==> config.mk <==
export PLATFORM = sky130hd
export DESIGN_NAME = mem_initiator
export DESIGN_NICKNAME = d
export VERILOG_FILES = /design/src/rtl/mem_initiator.sv
export SDC_FILE = /design/constraint.sdc
export NUM_CORES = 1
export LEC_CHECK = 0
export ABC_CLOCK_PERIOD_IN_PS = 1800
export BUFFER_PORTS_ARGS = -buffer_cell sky130_fd_sc_hd__buf_2
export CAP_MARGIN = 10
export CORE_MARGIN = 1
export CORE_UTILIZATION = 45
export DETAILED_ROUTE_END_ITERATION = 12
export HOLD_SLACK_MARGIN = 0.03
export PLACE_DENSITY_LB_ADDON = 0.1
export SLEW_MARGIN = 20
export SYNTH_ARGS = -nofsm -noshare
export SYNTH_HDL_FRONTEND = slang
export SYNTH_SLANG_ARGS = --single-unit
==> constraint.sdc <==
create_clock -name clk -period 1.8 [get_ports clk]
set_input_delay 0.18 -clock clk [delete_from_list [all_inputs] [get_ports clk]]
set_output_delay 0.18 -clock clk [all_outputs]
set_load 0.005 [all_outputs]
==> src/rtl/mem_initiator.sv <==
// mem_initiator
// Processor-side bus master for the single-port valid/ready memory. Accepts
// read, write and burst commands and sequences them onto the memory
// handshake as REQ -> RELEASE beats. Each beat produces a one-cycle
// response. A timeout guard aborts a beat whose memory never answers.
//
// Ports:
//   clk, rst                    clock, synchronous active-high reset
//   cmd_valid/cmd_ready         command handshake (accepted only in IDLE)
//   cmd_wr, cmd_addr,           command direction, start address,
//   cmd_wdata, cmd_len          beat-0 write data, beat count (0 means 1)
//   rsp_valid, rsp_rdata,       one-cycle response per beat: read data,
//   rsp_addr, rsp_err           beat address, timeout flag
//   busy                        FSM not in IDLE
//   valid, wr_rd, addr, wdata   memory request side
//   rdata, ready                memory response side (ready is registered
//                               by the memory)

module mem_initiator #(
  parameter int WIDTH      = 8,
  parameter int DEPTH      = 32,
  parameter int ADDR_WIDTH = $clog2(DEPTH),
  parameter int TIMEOUT    = 15
) (
  input  logic                  clk,
  input  logic                  rst,
  input  logic                  cmd_valid,
  output logic                  cmd_ready,
  input  logic                  cmd_wr,
  input  logic [ADDR_WIDTH-1:0] cmd_addr,
  input  logic [WIDTH-1:0]      cmd_wdata,
  input  logic [ADDR_WIDTH:0]   cmd_len,
  output logic                  rsp_valid,
  output logic [WIDTH-1:0]      rsp_rdata,
  output logic [ADDR_WIDTH-1:0] rsp_addr,
  output logic                  rsp_err,
  output logic                  busy,
  output logic                  valid,
  output logic                  wr_rd,
  output logic [ADDR_WIDTH-1:0] addr,
  output logic [WIDTH-1:0]      wdata,
  input  logic [WIDTH-1:0]      rdata,
  input  logic                  ready
);

  localparam int LEN_W = ADDR_WIDTH + 1;
  localparam logic [7:0] TIMER_LAST = 8'(TIMEOUT - 1);

  typedef enum logic [1:0] {
    IDLE,
    REQ,
    RELEASE
  } state_t;

  state_t             state;
  state_t             state_next;
  logic [LEN_W-1:0]   beats_left;
  logic [7:0]         timer;
  logic               accept;
  logic               beat_ok;
  logic               beat_err;
  logic               advance;

  // A command is only taken once a stale ready has gone away, so a beat
  // that follows a reset in the middle of a handshake cannot be answered
  // by the leftover acknowledge.
  assign cmd_ready = (state == IDLE) && !ready && !rst;
  assign busy      = (state != IDLE);
  assign valid     = (state == REQ);

  // State register.
  always_ff @(posedge clk) begin
    if (rst) begin
      state <= IDLE;
    end else begin
      state <= state_next;
    end
  end

  // Next-state and beat event decode. beats_left is decremented when a
  // beat leaves REQ, so in RELEASE it already counts the beats still owed.
  // The timeout fires on the TIMEOUT-th consecutive REQ cycle without
  // ready, i.e. when the counter still shows TIMEOUT-1.
  always_comb begin
    state_next = state;
    accept     = 1'b0;
    beat_ok    = 1'b0;
    beat_err   = 1'b0;
    advance    = 1'b0;
    case (state)
      IDLE: begin
        if (cmd_valid && cmd_ready) begin
          accept     = 1'b1;
          state_next = REQ;
        end
      end
      REQ: begin
        if (ready) begin
          beat_ok    = 1'b1;
          state_next = RELEASE;
        end else if (timer == TIMER_LAST) begin
          beat_err   = 1'b1;
          state_next = RELEASE;
        end
      end
      RELEASE: begin
        if (!ready) begin
          if (beats_left != '0) begin
            advance    = 1'b1;
            state_next = REQ;
          end else begin
            state_next = IDLE;
          end
        end
      end
      default: begin
        state_next = IDLE;
      end
    endcase
  end

  // Request datapath and beat bookkeeping. Address wraps naturally because
  // DEPTH is a power of two; write data steps by one per beat modulo
  // 2^WIDTH, which equals cmd_wdata plus the beat index.
  always_ff @(posedge clk) begin
    if (rst) begin
      wr_rd      <= 1'b0;
      addr       <= '0;
      wdata      <= '0;
      beats_left <= '0;
      timer      <= '0;
    end else begin
      if (accept) begin
        wr_rd      <= cmd_wr;
        addr       <= cmd_addr;
        wdata      <= cmd_wdata;
        beats_left <= (cmd_len == '0) ? LEN_W'(1) : cmd_len;
      end
      if (beat_ok) begin
        beats_left <= beats_left - LEN_W'(1);
      end
      if (beat_err) begin
        beats_left <= '0;
      end
      if (advance) begin
        addr  <= addr + ADDR_WIDTH'(1);
        wdata <= wdata + WIDTH'(1);
      end
      // Counter runs only while waiting in REQ; any other state clears it,
      // so every REQ entry starts from zero.
      if ((state == REQ) && !ready) begin
        timer <= timer + 8'd1;
      end else begin
        timer <= '0;
      end
    end
  end

  // Registered one-cycle response.
  always_ff @(posedge clk) begin
    if (rst) begin
      rsp_valid <= 1'b0;
      rsp_rdata <= '0;
      rsp_addr  <= '0;
      rsp_err   <= 1'b0;
    end else begin
      rsp_valid <= beat_ok || beat_err;
      rsp_err   <= beat_err;
      rsp_rdata <= (beat_ok && !wr_rd) ? rdata : '0;
      rsp_addr  <= (beat_ok || beat_err) ? addr : '0;
    end
  end

endmodule

==> reports/qor.json <==
{
  "run_status": {
    "run_status": "completed"
  },
  "hold_path": {
    "hold_path_class": "in2reg"
  },
  "floorplanning": {
    "floorplan.die.width_microns": 68.3,
    "die-height_microns": 68.3,
    "floorplan.initialDensity": 0.481,
    "die_footprint_sq_um": 4670,
    "core_region_area_sq_um": 4120,
    "top_level_ports": 64,
    "num_rows": 23
  },
  "routing": {
    "postRouteAntennaNets": 0,
    "routed-via-count": 1895,
    "initialDrtViolationCount": 89,
    "viasPerCell": 5.41,
    "drc": 0,
    "routed_wl_microns": 4410,
    "wl_per_cell_microns": 12.6,
    "detailedRoute.firstPassIterationCount": 4
  },
  "clocking": {
    "cts_setup_buffers": 0,
    "cts_resized": 0,
    "cts-buffers-inserted": 5,
    "worst_skew_pair.late_latency_ns": 0.29,
    "max-clock-path-buffers": 2,
    "clock_sink_count": 45,
    "cts-root-buf": "sky130_fd_sc_hd__clkbuf_8",
    "clock_tree_from_tritoncts": "built",
    "cts_htree_levels": 2,
    "path_clk_slew_ns": 0.08,
    "hold_buffer_count_at_cts": 0
  },
  "setup_path": {
    "timing.critical_path.from": "state[0]",
    "timing.critical_path.cells": "or3b_1 > a21o_4 > or4_1 > a31oi_1",
    "max_stage_delay_ns": 0.50,
    "regToRegSetupSlack_ns": 0.11,
    "r2r-end": "wdata[5]",
    "worst_reg2reg_path_length_in_cells": 4,
    "crit_slowest_cell": "sky130_fd_sc_hd__or4_1",
    "worst_setup_path_end_kind": "flip-flop",
    "worstSetupEndpoint": "wdata[5]",
    "worst-endpoint-arrival_ns": 1.91,
    "setup.worst_path.start_class": "flip-flop",
    "critical_path_peak_fanout": 13,
    "critical_path_required_ns": 2.02,
    "setup.worst_path.class": "reg2reg",
    "crit-reg2reg-launch": "state[0]"
  },
  "logic_synthesis": {
    "syn-instance-count": 224,
    "synth_sequential_area_ratio": 0.455,
    "synthXorXnorAreaFrac": 0.0310,
    "synth.yosys.warnings": 0,
    "synth_ff_type": "sky130_fd_sc_hd__dfxtp_1",
    "netlist.top_cell.by_area": "sky130_fd_sc_hd__dfxtp_1",
    "ys_seq_elements": 45,
    "synth_enable_flop_cells": 0,
    "synth.top_cells.by_area": "sky130_fd_sc_hd__dfxtp_1 45%, sky130_fd_sc_hd__and2_1 4.4%, sky130_fd_sc_hd__ha_1 3.8%",
    "ys_top_cells_by_count": "45 x sky130_fd_sc_hd__dfxtp_1, 18 x sky130_fd_sc_hd__nand2_1, 17 x sky130_fd_sc_hd__nor2_1, 15 x sky130_fd_sc_hd__nand3_1, 14 x sky130_fd_sc_hd__and2_1",
    "synthMuxAreaShare": 0.00505,
    "fraction_of_the_mapped_netlist_area_in_simple_logic_gates": 0.269,
    "post_synth_instance_area_sq_um": 1980,
    "postSynth.asyncResetShare": 0,
    "synth_top_family_by_area": "simple AND/OR/NAND/NOR gates",
    "synth.most_common_cell": "sky130_fd_sc_hd__dfxtp_1",
    "adder_cell_share_of_the_synthesized_area": 0.0379,
    "synth.top_cell.area_share": 0.455,
    "synth_area_per_cell_sq_um": 8.84,
    "synth_compound_gate_area_share": 0.162,
    "synth_cell_type_count": 43,
    "synthesis.nets": 262
  },
  "place": {
    "dpl_worst_slack_ns": 0.0508,
    "port_buffers": 63,
    "finalWeightedCongestion": 0.762,
    "place.detailed.hpwl_microns": 3270
  },
  "grt": {
    "globalRouteOverflowTotal": 0,
    "grt_use_total": 0.210,
    "wire_length_of_the_first_global_routing_pass_microns": 7340,
    "grt_max_degree": 27,
    "initial_antenna_violation_count": 0,
    "vias_in_the_first_global_route": 1663
  },
  "sta": {
    "fmax_ghz": 0.593,
    "worst_clock_skew_ns": 0.00495,
    "timing.final.max_slew_violations": 0,
    "worst_slew_margin_rel": 0.728,
    "setup-tns-final_ns": 0,
    "finalWorstPathRequiredPeriod_ns": 1.69,
    "post-route-period-util": 0.937,
    "final_critical_path_setup_slack_ns": 0.114,
    "rsz_0062_raised_after_global_routing": "false",
    "number_of_setup_violations_in_the_final_report": 0,
    "tightestPinTransition_ns": 0.407,
    "report.final.hold_viol_count": 0
  },
  "pwr": {
    "power_switching_uw": 448,
    "seq_power_share": 0.491,
    "max-vdd-ir-drop_mv": 0.509,
    "power_leakage_uw": 0.00113,
    "switching_share": 0.212,
    "relative_contribution_of_combinational_cells_to_total_power": 0.093,
    "p_clk_frac": 0.417,
    "pwr_density_cell_nw_per_um2": 817,
    "internal_power_uw": 1670
  },
  "layout": {
    "n_antenna_cell": 0,
    "drive_above_1_share": 0.303,
    "syn_to_final_growth_pct": 30.8,
    "num-nets-final": 337
  },
  "job": {
    "max_cap_viol_count": 0
  }
}
[worst max-delay path: cells and delay by family, from the launching register on]
family / cells / cell delay [ns]
AO/OA/AOI/OAI: 2 / 0.41
flip-flops: 1 / 0.31
AND/OR/NAND/NOR: 2 / 0.90
[metal layers]
metal | part of all wire | vias to the layer above | GRT usage | routed length [microns]
met2 | 0.49 | 42 | 0.357 | 2170
met1 | 0.46 | 887 | 0.252 | 2020
met5 | 0 | - | 0 | 0
met3 | 0.041 | 4 | 0.0483 | 180
met4 | 0.0098 | 0 | 0.0859 | 43
li1 | - | 962 | - | -
[cell families after synthesis]
family | Yosys count
flops | 45
simple gates | 99
compound gates | 46
buf+inv | 20
mux | 1
fa+ha+maj | 6
xor+xnor | 7
[worst min-delay path by stage]
stage,slack (ns),from,cells past startpoint,to
2_1_floorplan,0.30,rdata[0],1,rsp_rdata[0]
3_3_place_gp,0.38,rdata[0],2,rsp_rdata[0]
3_5_place_dp,0.38,rdata[0],2,rsp_rdata[0]
4_1_cts,0.07,rdata[0],2,rsp_rdata[0]
5_1_grt,0.07,rdata[6],2,rsp_rdata[6]
6_report,0.08,rdata[0],2,rsp_rdata[0]
[layout by cell type, fill, tap and decap left out, drive strengths merged, types with 3 or more instances in the layout]
cell type	Yosys	layout
or3	5	5
ha	6	6
dfxtp	45	45
nand4	3	3
a31oi	8	8
o311ai	4	4
o211ai	3	3
o21ai	3	3
and3	3	3
nor2	17	17
a2bb2oi	3	3
or4	5	5
a32oi	4	4
inv	9	9
a21oi	10	10
nand2	18	18
clkbuf	6	5
nor3	6	6
nand3	15	15
buf	5	79
and2	15	15
a211oi	3	3
xor2	5	5
nor4	3	3
[state kept, by name (all words and copies together) (netlist names), 2 cells and up]
register and count:
state 2, beats_left 6, addr 5, rsp_rdata 8, wdata 8, timer 8
rsp_addr 5
[area by class of cell]
cell class	instances	area, sq um
inverter	9	33.8
multi-input combinational	159	1010
timing repair buffer	79	452
tap	50	62.6
clock buffer	5	68.8
fill	377	1520
sequential	45	901
clock inverter	3	65.1
[power by group through the flow]
stage	clock [uW]	combinational, uW	sequential [uW]
2_1_floorplan	0	93.7	1060
3_3_place_gp	0	193	1060
3_5_place_dp	0	193	1060
4_1_cts	912	194	1040
5_1_grt	943	221	1040
6_report	882	196	1040
[through the flow]
stage | util | hold slack [ns] | power (uW) | cell area [sq um] | cells
4_1_cts | 0.627 | 0.0692 | 2150 | 2580 | 350
3_3_place_gp | 0.594 | 0.381 | 1260 | 2440 | 342
5_1_grt | 0.630 | 0.0713 | 2210 | 2590 | 350
2_1_floorplan | - | 0.302 | 1160 | 1980 | 224
6_report | 0.630 | 0.0821 | 2120 | 2590 | 350
3_5_place_dp | 0.594 | 0.383 | 1260 | 2440 | 342
(Power assumes the default switching activity.)
